$ cat config.mk
export PLATFORM = sky130hd
export DESIGN_NAME = data_ram
export DESIGN_NICKNAME = d
export VERILOG_FILES = /design/src/rtl/data_ram.sv
export SDC_FILE = /design/constraint.sdc
export NUM_CORES = 1
export LEC_CHECK = 0
export CAP_MARGIN = 20
export CORE_MARGIN = 1
export CORE_UTILIZATION = 46
export CTS_BUF_LIST = sky130_fd_sc_hd__clkbuf_8
export DETAILED_ROUTE_END_ITERATION = 16
export PLACE_DENSITY_LB_ADDON = 0.2
export SLEW_MARGIN = 20
export SYNTH_ARGS = -nofsm -noshare
export SYNTH_HDL_FRONTEND = slang
export SYNTH_SLANG_ARGS = --single-unit
$ cat constraint.sdc
create_clock -name clock -period 3.6 [get_ports clock]
set_input_delay 0.72 -clock clock [delete_from_list [all_inputs] [get_ports clock]]
set_output_delay 0.72 -clock clock [all_outputs]
set_load 0.05 [all_outputs]
$ cat src/rtl/data_ram.sv
// data_ram: word-addressed data memory for the memory stage.
// A request is accepted in IDLE, waits WAIT_STATES cycles, is performed on the
// access edge and completes with a one-cycle ready pulse. Read data, ready,
// busy and error are all registered. Per-byte write enables; addresses with any
// bit set at or above DEPTH_LOG2 are rejected with error.
// Optional feature macro: DATA_RAM_INIT_EN -- preload words 0..5 with
// 7, 5, 2, 4, 8, 4 and every other word with 0. Without it the array powers
// up undefined. Reset never touches the array in either build.
module data_ram #(
  parameter int DATA_WIDTH  = 32,
  parameter int ADDR_WIDTH  = 32,
  parameter int DEPTH_LOG2  = 5,
  parameter int WAIT_STATES = 1
) (
  input  logic                    clock,
  input  logic                    nReset,
  input  logic [ADDR_WIDTH-1:0]   address,
  input  logic [DATA_WIDTH-1:0]   writeData,
  input  logic [DATA_WIDTH/8-1:0] byteEnable,
  input  logic                    memWrite,
  input  logic                    memRead,
  output logic [DATA_WIDTH-1:0]   readData,
  output logic                    ready,
  output logic                    busy,
  output logic                    error
);

  localparam int         LANES      = DATA_WIDTH / 8;
  localparam int         WORDS      = 1 << DEPTH_LOG2;
  localparam logic [2:0] WAIT_LOAD  = 3'(WAIT_STATES);
  localparam logic       ZERO_WAIT  = (WAIT_STATES == 0) ? 1'b1 : 1'b0;

  typedef enum logic [1:0] {
    IDLE = 2'd0,
    WAIT = 2'd1,
    DONE = 2'd2
  } state_t;

  state_t                  state_r;
  state_t                  nextState_s;
  logic [2:0]              count_r;
  logic [ADDR_WIDTH-1:0]   addr_r;
  logic [DATA_WIDTH-1:0]   wdata_r;
  logic [LANES-1:0]        be_r;
  logic                    wr_r;
  logic                    rd_r;

  logic [ADDR_WIDTH-1:0]   opAddr_s;
  logic [DATA_WIDTH-1:0]   opData_s;
  logic [LANES-1:0]        opBe_s;
  logic                    opWr_s;
  logic                    opRd_s;
  logic                    request_s;
  logic                    access_s;
  logic                    outOfRange_s;
  logic                    commitWrite_s;
  logic [DEPTH_LOG2-1:0]   memIdx_s;

  logic [DATA_WIDTH-1:0]   mem [WORDS];

  // True when any address bit at position DEPTH_LOG2 or above is set.
  function automatic logic isOutOfRange(input logic [ADDR_WIDTH-1:0] a);
    isOutOfRange = ((a >> DEPTH_LOG2) != '0) ? 1'b1 : 1'b0;
  endfunction

`ifdef DATA_RAM_INIT_EN
  // Power-up contents: a small fixed table, everything else zero.
  initial begin
    for (int i = 0; i < WORDS; i++) begin
      mem[i] = '0;
    end
    mem[0] = DATA_WIDTH'(7);
    mem[1] = DATA_WIDTH'(5);
    mem[2] = DATA_WIDTH'(2);
    mem[3] = DATA_WIDTH'(4);
    mem[4] = DATA_WIDTH'(8);
    mem[5] = DATA_WIDTH'(4);
  end
`else
  // Without the preload the array is left undefined until written.
`endif

  // Operand select: with zero wait states the access happens on the accept
  // edge, so the live inputs are used in IDLE; otherwise the latched copy.
  always_comb begin
    opAddr_s  = addr_r;
    opData_s  = wdata_r;
    opBe_s    = be_r;
    opWr_s    = wr_r;
    opRd_s    = rd_r;
    request_s = memWrite | memRead;
    if (state_r == IDLE) begin
      opAddr_s = address;
      opData_s = writeData;
      opBe_s   = byteEnable;
      opWr_s   = memWrite;
      opRd_s   = memRead;
    end else begin
      opAddr_s = addr_r;
      opData_s = wdata_r;
      opBe_s   = be_r;
      opWr_s   = wr_r;
      opRd_s   = rd_r;
    end
  end

  // Next-state logic and access-edge decode.
  always_comb begin
    nextState_s = state_r;
    access_s    = 1'b0;
    case (state_r)
      IDLE: begin
        if (request_s) begin
          if (ZERO_WAIT) begin
            nextState_s = DONE;
            access_s    = 1'b1;
          end else begin
            nextState_s = WAIT;
          end
        end else begin
          nextState_s = IDLE;
        end
      end
      WAIT: begin
        if (count_r <= 3'd1) begin
          nextState_s = DONE;
          access_s    = 1'b1;
        end else begin
          nextState_s = WAIT;
        end
      end
      DONE: begin
        nextState_s = IDLE;
      end
      default: begin
        nextState_s = IDLE;
      end
    endcase
  end

  // Access qualifiers: range check, word index and write commit (never
  // while reset is asserted, so an abandoned write cannot land).
  always_comb begin
    outOfRange_s  = isOutOfRange(opAddr_s);
    memIdx_s      = opAddr_s[DEPTH_LOG2-1:0];
    commitWrite_s = access_s & opWr_s & ~outOfRange_s & nReset;
  end

  // FSM state register.
  always_ff @(posedge clock or negedge nReset) begin
    if (!nReset) begin
      state_r <= IDLE;
    end else begin
      state_r <= nextState_s;
    end
  end

  // Request capture and wait counter.
  always_ff @(posedge clock or negedge nReset) begin
    if (!nReset) begin
      count_r <= 3'd0;
      addr_r  <= '0;
      wdata_r <= '0;
      be_r    <= '0;
      wr_r    <= 1'b0;
      rd_r    <= 1'b0;
    end else if (state_r == IDLE && request_s) begin
      count_r <= WAIT_LOAD;
      addr_r  <= address;
      wdata_r <= writeData;
      be_r    <= byteEnable;
      wr_r    <= memWrite;
      rd_r    <= memRead;
    end else if (state_r == WAIT && count_r != 3'd0) begin
      count_r <= count_r - 3'd1;
    end
  end

  // Registered outputs: read result and status on the access edge, ready
  // and busy follow the state being entered.
  always_ff @(posedge clock or negedge nReset) begin
    if (!nReset) begin
      readData <= '0;
      error    <= 1'b0;
      ready    <= 1'b0;
      busy     <= 1'b0;
    end else begin
      ready <= (nextState_s == DONE) ? 1'b1 : 1'b0;
      busy  <= (nextState_s == WAIT) ? 1'b1 : 1'b0;
      if (access_s) begin
        error <= outOfRange_s | (opWr_s & opRd_s);
        if (outOfRange_s) begin
          readData <= '0;
        end else if (opRd_s && !opWr_s) begin
          readData <= mem[memIdx_s];
        end
      end
    end
  end

  // Memory array write, lane by lane; deliberately not reset.
  always_ff @(posedge clock) begin
    for (int i = 0; i < LANES; i++) begin
      if (commitWrite_s && opBe_s[i]) begin
        mem[memIdx_s][8*i +: 8] <= opData_s[8*i +: 8];
      end
    end
  end

endmodule

# Word-level counts from Yosys, hierarchy flattened
# Memory sizes are Yosys's and may differ from the RTL's.
# Cells that the tools add are included.
[word_totals] reg_bits=110 mem_bits_rw=1024 inputBits=72 out_inout_bits=35 elab_cells=63 n_memories=1
[op_classes] n_addsub=1 n_lt_le_gt_ge=1 eq_ne=3 mux=25 n_bitwise=7 reduce_logical=14
[mem_list] memory="mem" words=32 word_bits=32 read_ports=1 rd_ports_with_merged_regs=0 wr=1 line="59" rtl="logic [DATA_WIDTH-1:0] mem [WORDS];"
[op_table] cell="32-bit two-way mux" count=4
[op_table] cell="32-bit nonzero test" count=1
[op_table] cell="1-bit two-way mux" count=16
[op_table] cell="1-bit logical AND" count=7
[op_table] cell="3-bit two-way mux" count=2
[op_table] cell="1-bit bitwise AND" count=4
[op_table] cell="2-bit by 1-bit equality test with 1-bit output, second input constant" count=2
[op_table] cell="4-bit two-way mux" count=1
[op_table] cell="2-bit one-hot mux with 2 select lines" count=1
[op_table] cell="2-bit nonzero test" count=2
[op_table] cell="3-bit by 1-bit less-or-equal comparator with 1-bit output, second input constant" count=1
[op_table] cell="3-bit nonzero test" count=1
[op_table] cell="3-bit by 1-bit subtractor with 3-bit output, second input constant" count=1
[op_table] cell="2-bit equality test, second input constant" count=1
[op_table] cell="2-bit logical NOT" count=1
[op_table] cell="2-bit two-way mux" count=1
[op_table] cell="1-bit bitwise OR" count=2
[op_table] cell="2-bit AND reduction" count=1
[op_table] cell="1-bit logical NOT" count=1
[op_table] cell="1-bit inverter" count=1

# Depth between registers and ports, before layout
# Gate-level depths: netlist of run 1.
[depth] depth_word=10 ltp_mapped=12

# Worst setup path before layout of run 1
# No wires, ideal clock.
[synth_timing] kind="in2reg" startpoint="in address[0]" endpoint="mem mem[2][0] (enable)" t_arrival_ns=2.474 t_required_ns=3.217 path_slack_ns=0.742 cell_stages=6 path_cell_list="or4b_1 o21a_1 buf_2 buf_2 buf_2 nor3_1"
[synth_via] elab_chain_len=1
[synth_rtl] item="start, declared" line="17" rtl="input logic [ADDR_WIDTH-1:0] address,"
[synth_rtl] item="32-bit two-way mux" line="92" rtl="if (state_r == IDLE) begin"
[synth_rtl] item="end, declared" line="59"
# Every way passes these cells.

# Worst setup path in the final report of run 1
[layout_timing] startpoint="reg state_r[1]" endpoint="mem mem[26][22] (enable)"
[layout_via] elab_chain_len=10
[layout_rtl] item="start, declared" line="39" rtl="state_t state_r;"
[layout_rtl] item="start signal, assigned" line="154" rtl="state_r <= nextState_s;"
[layout_rtl] item="2-bit logical NOT" line="92"
[layout_rtl] item="32-bit two-way mux" line="92"
[layout_rtl] item="32-bit nonzero test" line="63" rtl="isOutOfRange = ((a >> DEPTH_LOG2) != '0) ? 1'b1 : 1'b0;"
[layout_rtl] item="1-bit two-way mux" line="63"
[layout_rtl] item="1-bit inverter" line="146" rtl="commitWrite_s = access_s & opWr_s & ~outOfRange_s & nReset;"
[layout_rtl] item="1-bit bitwise AND (2 in a row)" line="146"
[layout_rtl] item="1-bit logical AND" line="204" rtl="if (commitWrite_s && opBe_s[i]) begin"
[layout_rtl] item="1-bit two-way mux" line="204"
[layout_rtl] item="1-bit two-way mux (not written as such)" line="205" rtl="mem[memIdx_s][8*i +: 8] <= opData_s[8*i +: 8];"
# Parallel ways exist; a longest one is shown, timed or not.

==> metrics.md, run 1 <==
| Metric | Value |
|---|---|
| Final worst setup slack | `0.353 ns` |
| Clk sinks | `1134` |
| CP arrival | `3.75 ns` |
| Synthesized instance count | `2671` |
| Worst Setup Start Kind | `register` |
| Hold Vio Cnt, Final | `0` |
| Fin crit share | `90.2%` |
| Core area | `90400 um2` |
| Slowest stage delay, CP | `0.52 ns` |
| Worst path cell trace | `or2_2 -> buf_4 -> o21ai_0 -> buf_4 -> and2_1 -> nand2_1 -> nor2_1 -> buf_4` |
| Post-route ant nets | `0` |
| Mapped cell area | `42200 um2` |
| Nets@finish | `3118` |
| Sequential area share after synthesis | `79.4%` |
| Final wirelength | `119000 um` |
| CP Launch Point | `state_r[1]$_DFF_PN0_` |
| F_max | `308 MHz` |
| Setup Crit Path Kind | `register to register` |
| Layout cells sized above 1 | `18.1%` |
| Most common cell after layout, fill and taps aside | `edfxtp_1` |
| Root buf cell | `clkbuf_8` |
| 1st-pass router iterations | `5` |
| Worst EP required | `4.11 ns` |
| Clk Latency, worst-skew pair | `0.84 ns` |
| Max Slew Vio Count | `0` |
| Routed wire per std cell | `27.2 um` |
| Total GRT Usage | `25.6%` |
| Slew headroom | `33.2%` |
| Crit path time final | `3.25 ns` |
| VDD IR max | `0.625 mV` |
| P&R area growth vs syn | `17.7%` |
| Pwr per Cell Area | `830 nW/um2` |
| IO Pins | `107` |
| Postcts setup bufs | `0` |
| Crit path top cell by count | `buf_4` |
| Pleak | `0.0169 uW` |
| Number of synthesized flops with an enable pin | `1024` |
| Congestion Overflow GR | `0` |
| Die Width | `305 um` |
| Hold Crit Class | `input port to async pin` |
| Maximum clock insertion buffer count | `3` |
| Crit end category | `register` |
| First-pass GRT wire length | `174000 um` |
| Worst clock skew | `0.0405 ns` |
| Port bufs | `106` |
| DR vias | `26.4k` |
| Largest net degree at the start of global routing | `82` |
| DIE HEIGHT | `305 um` |
| Post-synthesis register bit count | `1134` |
| Initial Util | `46.7%` |
| Synthesized Nets | `2746` |
| Vias per cell | `6.03` |
| DRC Markers | `0` |
| Hpwl dp | `74800 um` |
| R2r startpoint | `state_r[1]$_DFF_PN0_` |
| Die area | `93000 um2` |
| TritonCTS Buffers | `180` |
| Worst-path fanout max | `15` |
| Most frequent cells in the layout | `1024 x edfxtp_1, 500 x o22ai_1, 251 x buf_4` |
| Hold_ws | `0.0374 ns` |
| Pre-CTS setup slack | `-0.0910 ns` |
| Async set-reset flop share out of synthesis | `9.70%` |
| Post-synth cell types | `45` |
| GP Congestion | `0.842` |
| Final count of negative-setup-slack endpoints | `0` |
| DR iter-0 viols | `2830` |
| Critical path endpoint | `mem[26][22]$_DFFE_PP_` |
| Hold buffers post-CTS | `0` |
| Number of antenna violations at the first check in global routing | `2` |
| Synth Flop Type | `edfxtp_1` |
| Row Count | `110` |
| R2R Setup Slk | `0.35 ns` |
| Finished Cell Area | `49700 um2` |
| Worst path slowest cell | `nand2_1` |
| Max-capacitance violation count | `0` |
| Cts repair resizes | `0` |
| Status | `completed` |
| Sum Neg Setup Slack | `0 ns` |
| Reg clk slew, reported paths | `0.07 ns` |
| Worst R2R End | `mem[26][22]$_DFFE_PP_` |
| CTS H-tree depth | `4` |
| Register-to-Register Path Depth | `8` |
| Worst Tran Pin Value | `0.989 ns` |
| CTS tree | `done` |
| Area of placed instances | `46300 um2` |
| Mean post-synth cell area | `15.8 um2` |
| Ys Warns | `0` |
| Vias in the first global route | `26.5k` |
| RSZ-0062 raised after global routing | `false` |
## registers in the layout (all words and copies together), names as in the netlist
signal	cells
ready	1
be_r	4
state_r	2
error	1
count_r	3
wdata_r	32
addr_r	32
mem	1024
rd_r	1
readData	32
busy	1
wr_r	1
## final cells by class
type | count | area, um2
Fill cell | 7171 | 40700
Sequential cell | 1134 | 33500
Clock buffer | 190 | 2620
Tap cell | 1176 | 1470
Antenna cell | 1 | 2.50
Timing Repair Buffer | 376 | 3330
Clock inverter | 145 | 779
Inverter | 5 | 18.8
Multi-Input combinational cell | 1346 | 7970
## power breakdown
| group | switching, uW | total (uW) | internal (uW) | leakage [uW] |
|---|---|---|---|---|
| Sequential | 275 | 17500 | 17200 | 0.0106 |
| Combinational | 9600 | 13500 | 3870 | 0.00427 |
| Clock | 5030 | 10300 | 5270 | 0.00199 |
## cells by family after synthesis
| logic type | after synthesis | synth area share [%] |
|---|---|---|
| AND/OR/NAND/NOR | 506 | 5.37 |
| adder cells (fa/ha/maj) | 3 | 0.0889 |
| AO/OA/AOI/OAI | 766 | 11.3 |
| flip-flops | 1134 | 79.4 |
| multiplexers | 71 | 1.90 |
| buffers and inverters | 191 | 1.98 |
## worst max-delay path: cells and delay by family (launching register included)
family                 cells  cell delay, ns
DFF                        1            0.50
buffers and inverters      3            0.61
AOI/OAI and AO/OA          1            0.18
and+or+nand+nor            4            1.61
## how the worst min path moves through the flow
| stage | from | end | slack [ns] | depth (start not counted) |
|---|---|---|---|---|
| floorplan | nReset | addr_r[0]$_DFFE_PN0P_ | 0.42 | 0 |
| global placement | count_r[1]$_DFFE_PN0P_ | count_r[1]$_DFFE_PN0P_ | 0.47 | 2 |
| detailed placement | readData[24]$_DFFE_PN0P_ | readData[24]$_DFFE_PN0P_ | 0.47 | 1 |
| CTS | nReset | wdata_r[25]$_DFFE_PN0P_ | 0.04 | 2 |
| global route | nReset | wdata_r[28]$_DFFE_PN0P_ | 0.07 | 2 |
| finish | nReset | wdata_r[28]$_DFFE_PN0P_ | 0.04 | 2 |
## metal layers
metal  routed length [um]  GRT usage [%]  vias to the layer above
met2                55500           40.3                     1250
met3                11200           6.10                      194
met5                    0              0                        -
met4                 3160           8.06                        0
met1                48900           35.4                    13400
li1                     -              -                    11500
## synth_stat cells (3+ instances only)
library cell / number / share of area, %
edfxtp_1: 1024 / 73
o22ai_1: 500 / 7.4
nand2_1: 198 / 1.8
o21ai_0: 152 / 1.8
nor2_1: 127 / 1.1
dfrtp_1: 110 / 6.5
buf_2: 85 / 1.0
clkbuf_1: 84 / 0.75
nor3_1: 82 / 0.97
mux2_2: 68 / 1.8
o31ai_1: 39 / 0.69
nand4_1: 30 / 0.44
nor4_1: 24 / 0.36
or3_1: 22 / 0.33
o311ai_1: 19 / 0.39
buf_1: 14 / 0.12
a21o_1: 10 / 0.18
o21ai_1: 10 / 0.12
a22oi_1: 8 / 0.14
a22o_1: 6 / 0.12
and2_1: 5 / 0.074
inv_1: 5 / 0.044
nand2b_1: 5 / 0.074
a21oi_1: 4 / 0.047
a221oi_1: 4 / 0.083
a32o_1: 3 / 0.071
buf_4: 3 / 0.053
ha_1: 3 / 0.089
o311ai_0: 3 / 0.062
## through the flow
stage	total power (uW)	instances	utilization, %
finish	41300	4373	54.9
floorplan	24900	2671	-
detailed placement	31100	4037	51.2
global placement	30800	4037	51.2
global route	42800	4373	54.9
CTS	41400	4372	54.9
Power figures use the tool's default switching activity.
==> run 2: changes to the inputs <==
--- a/config.mk
+++ b/config.mk
@@ -5,12 +5,12 @@
 export SDC_FILE = /design/constraint.sdc
 export NUM_CORES = 1
 export LEC_CHECK = 0
-export CAP_MARGIN = 20
 export CORE_MARGIN = 1
 export CORE_UTILIZATION = 46
 export CTS_BUF_LIST = sky130_fd_sc_hd__clkbuf_8
 export DETAILED_ROUTE_END_ITERATION = 16
 export PLACE_DENSITY_LB_ADDON = 0.2
+export SETUP_SLACK_MARGIN = 0.15
 export SLEW_MARGIN = 20
 export SYNTH_ARGS = -nofsm -noshare
 export SYNTH_HDL_FRONTEND = slang
==> results of run 2 <==
Same layout as run 1: the final DEF is identical, and so are final timing and power.
